## src/rtl/hybrid_chaotic_encryption_pkg.sv

```systemverilog
// Shared types and constants for the hybrid chaotic byte-stream cipher.
package hybrid_chaotic_encryption_pkg;

    // Cipher control states
    typedef enum logic [1:0] {
        IDLE   = 2'd0,
        WARMUP = 2'd1,
        RUN    = 2'd2
    } state_t;

    // Key field positions (each field is one byte, except the precision bit)
    localparam int unsigned KEY_PREC_BIT  = 32;
    localparam int unsigned KEY_K_LSB     = 24;
    localparam int unsigned KEY_Y0_LSB    = 16;
    localparam int unsigned KEY_ALPHA_LSB = 8;
    localparam int unsigned KEY_MU_LSB    = 0;

    // mu gets integer part 3, y0 gets a nonzero low nibble, the map never sticks at 0
    localparam logic [1:0]  MU_INT_PREFIX = 2'b11;
    localparam logic [3:0]  Y0_PAD        = 4'b1000;
    localparam logic [11:0] ZERO_FIX      = 12'h010;

endpackage

```

## src/rtl/hybrid_chaotic_encryption_logistic_step.sv

```systemverilog
// One iteration of the fixed-point logistic map: f(x) = mu * x * (1 - x).
// x is Q0.12, mu is Q2.10; the result is forced nonzero.
module logistic_step
    import hybrid_chaotic_encryption_pkg::*;
#(
    parameter int DATA_WIDTH = 12
) (
    input  logic [DATA_WIDTH-1:0] x,
    input  logic [DATA_WIDTH-1:0] mu,
    input  logic                  prec,
    output logic [DATA_WIDTH-1:0] fx
);

    localparam int PW = 2 * DATA_WIDTH + 1;

    logic [DATA_WIDTH:0]   comp;
    logic [PW-1:0]         t_prod;
    logic [DATA_WIDTH-1:0] t;
    logic [2*DATA_WIDTH-1:0] n_prod;
    logic [DATA_WIDTH-1:0] n;
    logic                  unused_bits;

    // Map arithmetic: t = x*(1-x) in Q0.12, then n = mu*t rescaled to Q0.12
    always_comb begin
        comp   = {1'b1, {DATA_WIDTH{1'b0}}} - {1'b0, x};
        t_prod = {{(DATA_WIDTH+1){1'b0}}, x} * {{DATA_WIDTH{1'b0}}, comp};
        t      = t_prod[2*DATA_WIDTH-1:DATA_WIDTH];
        n_prod = {{DATA_WIDTH{1'b0}}, mu} * {{DATA_WIDTH{1'b0}}, t};
        n      = n_prod[2*DATA_WIDTH-3:DATA_WIDTH-2];
        if (!prec) begin
            n[3:0] = 4'b0000;
        end
        if (n == '0) begin
            n = ZERO_FIX;
        end
        fx = n;
    end

    // Truncated product bits are intentionally discarded
    always_comb begin
        unused_bits = ^{t_prod[PW-1], t_prod[DATA_WIDTH-1:0],
                        n_prod[2*DATA_WIDTH-1:2*DATA_WIDTH-2], n_prod[DATA_WIDTH-3:0]};
    end

endmodule

```

## src/rtl/hybrid_chaotic_encryption.sv

```systemverilog
// Byte-stream cipher: logistic-map keystream, alpha mask, ciphertext feedback.
// A key load discards k warm-up iterations, then each accepted byte advances the map once.
module hybrid_chaotic_encryption
    import hybrid_chaotic_encryption_pkg::*;
#(
    parameter  int DATA_WIDTH  = 12,
    parameter  int INPUT_WIDTH = 8,
    localparam int KEY_WIDTH   = 4 * INPUT_WIDTH + 1
) (
    input  logic                   clk,
    input  logic                   rst_n,
    input  logic [KEY_WIDTH-1:0]   key,
    input  logic                   key_valid_in,
    input  logic [INPUT_WIDTH-1:0] plaintext,
    input  logic                   plaintext_valid_in,
    output logic [INPUT_WIDTH-1:0] ciphertext,
    output logic                   ciphertext_valid
);

    state_t state;
    state_t next_state;

    logic [DATA_WIDTH-1:0]  mu;
    logic [DATA_WIDTH-1:0]  y0;
    logic [INPUT_WIDTH-1:0] alpha;
    logic                   prec;
    logic [DATA_WIDTH-1:0]  x;
    logic [INPUT_WIDTH-1:0] cnt;
    logic [INPUT_WIDTH-1:0] c_prev;

    logic [INPUT_WIDTH-1:0] key_k;
    logic [DATA_WIDTH-1:0]  key_mu;
    logic [DATA_WIDTH-1:0]  key_y0;

    logic                   load;
    logic                   warm_step;
    logic                   accept;

    logic [DATA_WIDTH-1:0]  xn;
    logic [INPUT_WIDTH-1:0] ks;
    logic [INPUT_WIDTH-1:0] c_next;

    // Key field decode into fixed-point map parameters
    always_comb begin
        key_k  = key[KEY_K_LSB +: INPUT_WIDTH];
        key_mu = {MU_INT_PREFIX, key[KEY_MU_LSB +: INPUT_WIDTH], 2'b00};
        key_y0 = {key[KEY_Y0_LSB +: INPUT_WIDTH], Y0_PAD};
    end

    logistic_step #(
        .DATA_WIDTH (DATA_WIDTH)
    ) u_step (
        .x    (x),
        .mu   (mu),
        .prec (prec),
        .fx   (xn)
    );

    // State register
    always_ff @(posedge clk or negedge rst_n) begin
        if (!rst_n) begin
            state <= IDLE;
        end else begin
            state <= next_state;
        end
    end

    // Next-state logic: a key load overrides everything
    always_comb begin
        next_state = state;
        if (key_valid_in) begin
            next_state = (key_k != '0) ? WARMUP : RUN;
        end else begin
            case (state)
                WARMUP:  if (cnt <= 8'd1) next_state = RUN;
                default: next_state = state;
            endcase
        end
    end

    // Control decode: plaintext is only consumed in RUN when no key is loading
    always_comb begin
        load      = key_valid_in;
        warm_step = !key_valid_in && (state == WARMUP);
        accept    = !key_valid_in && (state == RUN) && plaintext_valid_in;
    end

    // Keystream and feedback cipher byte
    always_comb begin
        ks     = xn[DATA_WIDTH-1 -: INPUT_WIDTH] ^ alpha;
        c_next = plaintext ^ ks ^ c_prev;
    end

    // Key parameter registers
    always_ff @(posedge clk or negedge rst_n) begin
        if (!rst_n) begin
            mu    <= '0;
            y0    <= '0;
            alpha <= '0;
            prec  <= 1'b0;
        end else if (load) begin
            mu    <= key_mu;
            y0    <= key_y0;
            alpha <= key[KEY_ALPHA_LSB +: INPUT_WIDTH];
            prec  <= key[KEY_PREC_BIT];
        end
    end

    // Map state, warm-up counter and feedback byte
    always_ff @(posedge clk or negedge rst_n) begin
        if (!rst_n) begin
            x      <= '0;
            cnt    <= '0;
            c_prev <= '0;
        end else if (load) begin
            x      <= key_y0;
            cnt    <= key_k;
            c_prev <= '0;
        end else if (warm_step) begin
            x      <= xn;
            cnt    <= cnt - 8'd1;
        end else if (accept) begin
            x      <= xn;
            c_prev <= c_next;
        end
    end

    // Registered ciphertext output with one-cycle valid strobe
    always_ff @(posedge clk or negedge rst_n) begin
        if (!rst_n) begin
            ciphertext       <= '0;
            ciphertext_valid <= 1'b0;
        end else begin
            ciphertext_valid <= accept;
            if (accept) begin
                ciphertext <= c_next;
            end
        end
    end

endmodule

```

## config.mk

```make
export PLATFORM = sky130hd
export DESIGN_NAME = hybrid_chaotic_encryption
export DESIGN_NICKNAME = d
export VERILOG_FILES = /design/src/rtl/hybrid_chaotic_encryption_pkg.sv /design/src/rtl/hybrid_chaotic_encryption_logistic_step.sv /design/src/rtl/hybrid_chaotic_encryption.sv
export SDC_FILE = /design/constraint.sdc
export NUM_CORES = 1
export LEC_CHECK = 0
export CAP_MARGIN = 0
export CORE_ASPECT_RATIO = 1.2
export CORE_MARGIN = 1
export CORE_UTILIZATION = 45
export DETAILED_ROUTE_END_ITERATION = 12
export GPL_TIMING_DRIVEN = 0
export SYNTH_ARGS = -nofsm -noshare
export SYNTH_HDL_FRONTEND = slang
export SYNTH_SLANG_ARGS = --single-unit
```

## constraint.sdc

```tcl
create_clock -name clk -period 15.8 [get_ports clk]
set_clock_uncertainty 0.15 [all_clocks]
set_input_delay 2.37 -clock clk [delete_from_list [all_inputs] [get_ports clk]]
set_output_delay 2.37 -clock clk [all_outputs]
set_load 0.005 [all_outputs]
```

==> impl_results.md <==
* Multiplexer area fraction after synthesis at 2.51%
* Critical path endpoint category: flip-flop
* Reg2reg start: x[0]$_DFFE_PN0P_
* Gates resized, CTS repair at 0
* Sink Count at 57
* N_diodes at 0
* Outcome: finished clean
* Highest clock rate at 0.0702 GHz
* Synth Cell Area at 0.0113 sq mm
* Total of warnings raised by yosys at 0
* Leading area contributor after synthesis: fa_1
* Async SR Flop Fraction at 100%
* Worst-Skew Late Latency at 0.34 ns
* Total gr overflow at 0
* Synth top area cells: fa_1 (33%), ha_1 (13%), dfrtp_1 (13%)
* Hold Path Class: reg -> reg
* Hold-fix buffers, CTS at 0
* Die Y at 175 um
* Startpoint Class: flip-flop
* Synth Area in XOR/XNOR at 4.43%
* CP max stage cell: a21oi_1
* Routed len/inst at 17.1 um
* Final TNS setup at 0 ns
* Largest stage delay, worst path at 0.89 ns
* PnR worst setup slack at 1.55 ns
* Detailed Routing Iterations Pass 1 at 4
* Max Root-Sink Buffers at 2
* WL final at 27800 um
* Vias in the first global route at 9068
* Placement Setup Slack at 1.62 ns
* Library cells used by synthesis at 65
* Synth cell count leaders: inv_1 (218), fa_1 (183), nand2_1 (138)
* Fin. max-slew vios at 0
* Hold Crit Depth at 1
* Clock-pin slew on the worst setup and hold paths at 0.05 ns
* Dpl hpwl at 22500 um
* H-Tree Level Count at 3
* DR iter-0 viols at 451
* GPL Wtd Cong at 0.869
* Reg-to-reg setup timing slack at 1.55 ns
* Max-Cap Viols at 0
* Slew HR at 24.5%
* Layout area overhead at 11.4%
* Reg-to-reg endpoint: ciphertext[0]$_DFFE_PN0P_
* First-pass GRT wire length at 46800 um
* RSZ-0062 raised after global routing: false
* Compound-gate portion of the synthesized area at 7.51%
* R2R depth at 47
* Die Area at 0.0257 sq mm
* IO Pins at 54
* Worst-path fanout max at 10
* Core Area at 0.0247 sq mm
* Largest net degree at the start of global routing at 58
* Gr usage total at 23.4%
* Main combinational cell family by area after synthesis: adder cells
* Fraction of the mapped netlist area in adder cells at 45.7%
* WS Path Type: reg -> reg
* Die width at 146 um
* DRC Markers at 0
* Mean post-synth cell area at 9.19 sq um
* Final Hold Viols at 0
* Data arrival, critical path at 14.29 ns
* Min Hold Slack at 0.332 ns
* Layout cells sized above 1 at 3.54%
* Tightest Pin Transition at 1.12 ns
* Synth top area share at 32.5%
* Number of synthesized flops with an enable pin at 0
* Synth Register Bits at 57
* Sequential area share after synthesis at 12.7%
* Rows at 63
* CTS tree: done
* Count leader, synth: inv_1
* CTS root buf: clkbuf_16
* Final setup viols at 0
* NumNets Final at 1643
* Port buffer count at 52
* Fillers at 2399
* Period utilisation layout at 90.2%
* Initial core utilization at 45.7%
* Min Tclk post-route at 14.25 ns
* Post-CTS setup buffers at 0
* Hold EP: ciphertext[2]$_DFFE_PN0P_
* Drt via density at 5.17
* Post-synthesis simple-gate area fraction at 18.5%
* Hold path start: ciphertext[2]$_DFFE_PN0P_
* Via Count at 8403
* Crit-path most repeated cell: fa_1
* Antenna violations before repair at 0
* Post-route antenna net violation count at 0
* Number of buffers created by CTS at 9
* Most used DFF post-synth: dfrtp_1
* Cells after synthesis at 1226
* WP data required at 15.84 ns
per-layer routing:
| metal | GRT usage (%) | wire (um) |
|---|---|---|
| met5 | 0 | 0 |
| met2 | 42.1 | 14300 |
| met4 | 7.60 | 760 |
| met1 | 28.9 | 11800 |
| met3 | 2.91 | 996 |
stage by stage:
stage,cells,cell area [sq um],utilization [%]
finish,1626,12600,50.9
global route,1626,12600,50.9
CTS,1626,12600,50.9
detailed placement,1610,12200,49.5
global placement,1610,12200,49.5
floorplan,1233,11300,-
worst max-delay path: cells and delay by family (launching register included):
kind                       cells  cell delay, ns
DFF                            1            0.44
buffers and inverters         10            0.93
xor gates and xnor gates       2            0.51
and+or+nand+nor                9            1.85
adders and majority gates     14            6.31
AOI/OAI and AO/OA             12            3.91
layout by cell type (no fill, tap or decap), types with 4 or more instances in the layout:
cell	n
a21o_1	13
nand4_1	4
a211oi_1	5
nor4_1	6
xor2_1	16
inv_1	218
ha_1	119
nand2b_1	78
clkbuf_1	39
and3_1	5
fa_1	183
clkbuf_16	9
a31oi_1	6
and2_1	54
o21a_1	8
conb_1	9
dfrtp_1	57
o21ai_0	33
nand3_1	6
mux2_2	18
nor2_1	34
mux2i_1	8
xnor2_1	41
or3_1	4
clkdlybuf4s50_1	51
or2_2	4
a21oi_1	23
nor3_1	12
nor2b_1	41
nand2_1	138
worst max-delay path by stage:
stage / cells after the start / end / slack [ns] / from
3_3_place_gp: 47 / ciphertext[0]$_DFFE_PN0P_ / 1.70 / x[0]$_DFFE_PN0P_
5_1_grt: 49 / ciphertext[0]$_DFFE_PN0P_ / 0.67 / x[0]$_DFFE_PN0P_
4_1_cts: 47 / ciphertext[0]$_DFFE_PN0P_ / 1.56 / x[0]$_DFFE_PN0P_
2_1_floorplan: 48 / c_prev[0]$_DFFE_PN0P_ / 4.22 / x[0]$_DFFE_PN0P_
6_report: 47 / ciphertext[0]$_DFFE_PN0P_ / 1.55 / x[0]$_DFFE_PN0P_
3_5_place_dp: 47 / ciphertext[0]$_DFFE_PN0P_ / 1.62 / x[0]$_DFFE_PN0P_
flip-flops by register name, indices dropped and copies added (netlist names):
register / count
c_prev: 8
alpha: 8
state: 2
mu: 9
cnt: 8
x: 12
ciphertext: 8
ciphertext_valid: 1
prec: 1
cells by family (layout without fill, tap and decap cells):
logic type,count (synthesis),after routing
AND/OR/NAND/NOR,400,400
buffers and inverters,257,325
flip-flops,57,57
other,2,9
multiplexers,26,26
XOR/XNOR,57,57
adder cells (fa/ha/maj),302,302
AO/OA/AOI/OAI,125,125
layout make-up:
cell class	count	area (sq um)	area share, %
multi-input cells	919	8900	70.9
flip-flops and latches	57	1430	11.4
inverters	218	818	6.52
repair buffers	52	518	4.13
well taps	325	407	3.24
clock buffers	11	233	1.85
plain buffers	39	154	1.23
clock inverters	5	104	0.827
Power is left out: the tool's default activity adds up to more than one toggle a clock period on the data nets, which glitch-free logic cannot reach.
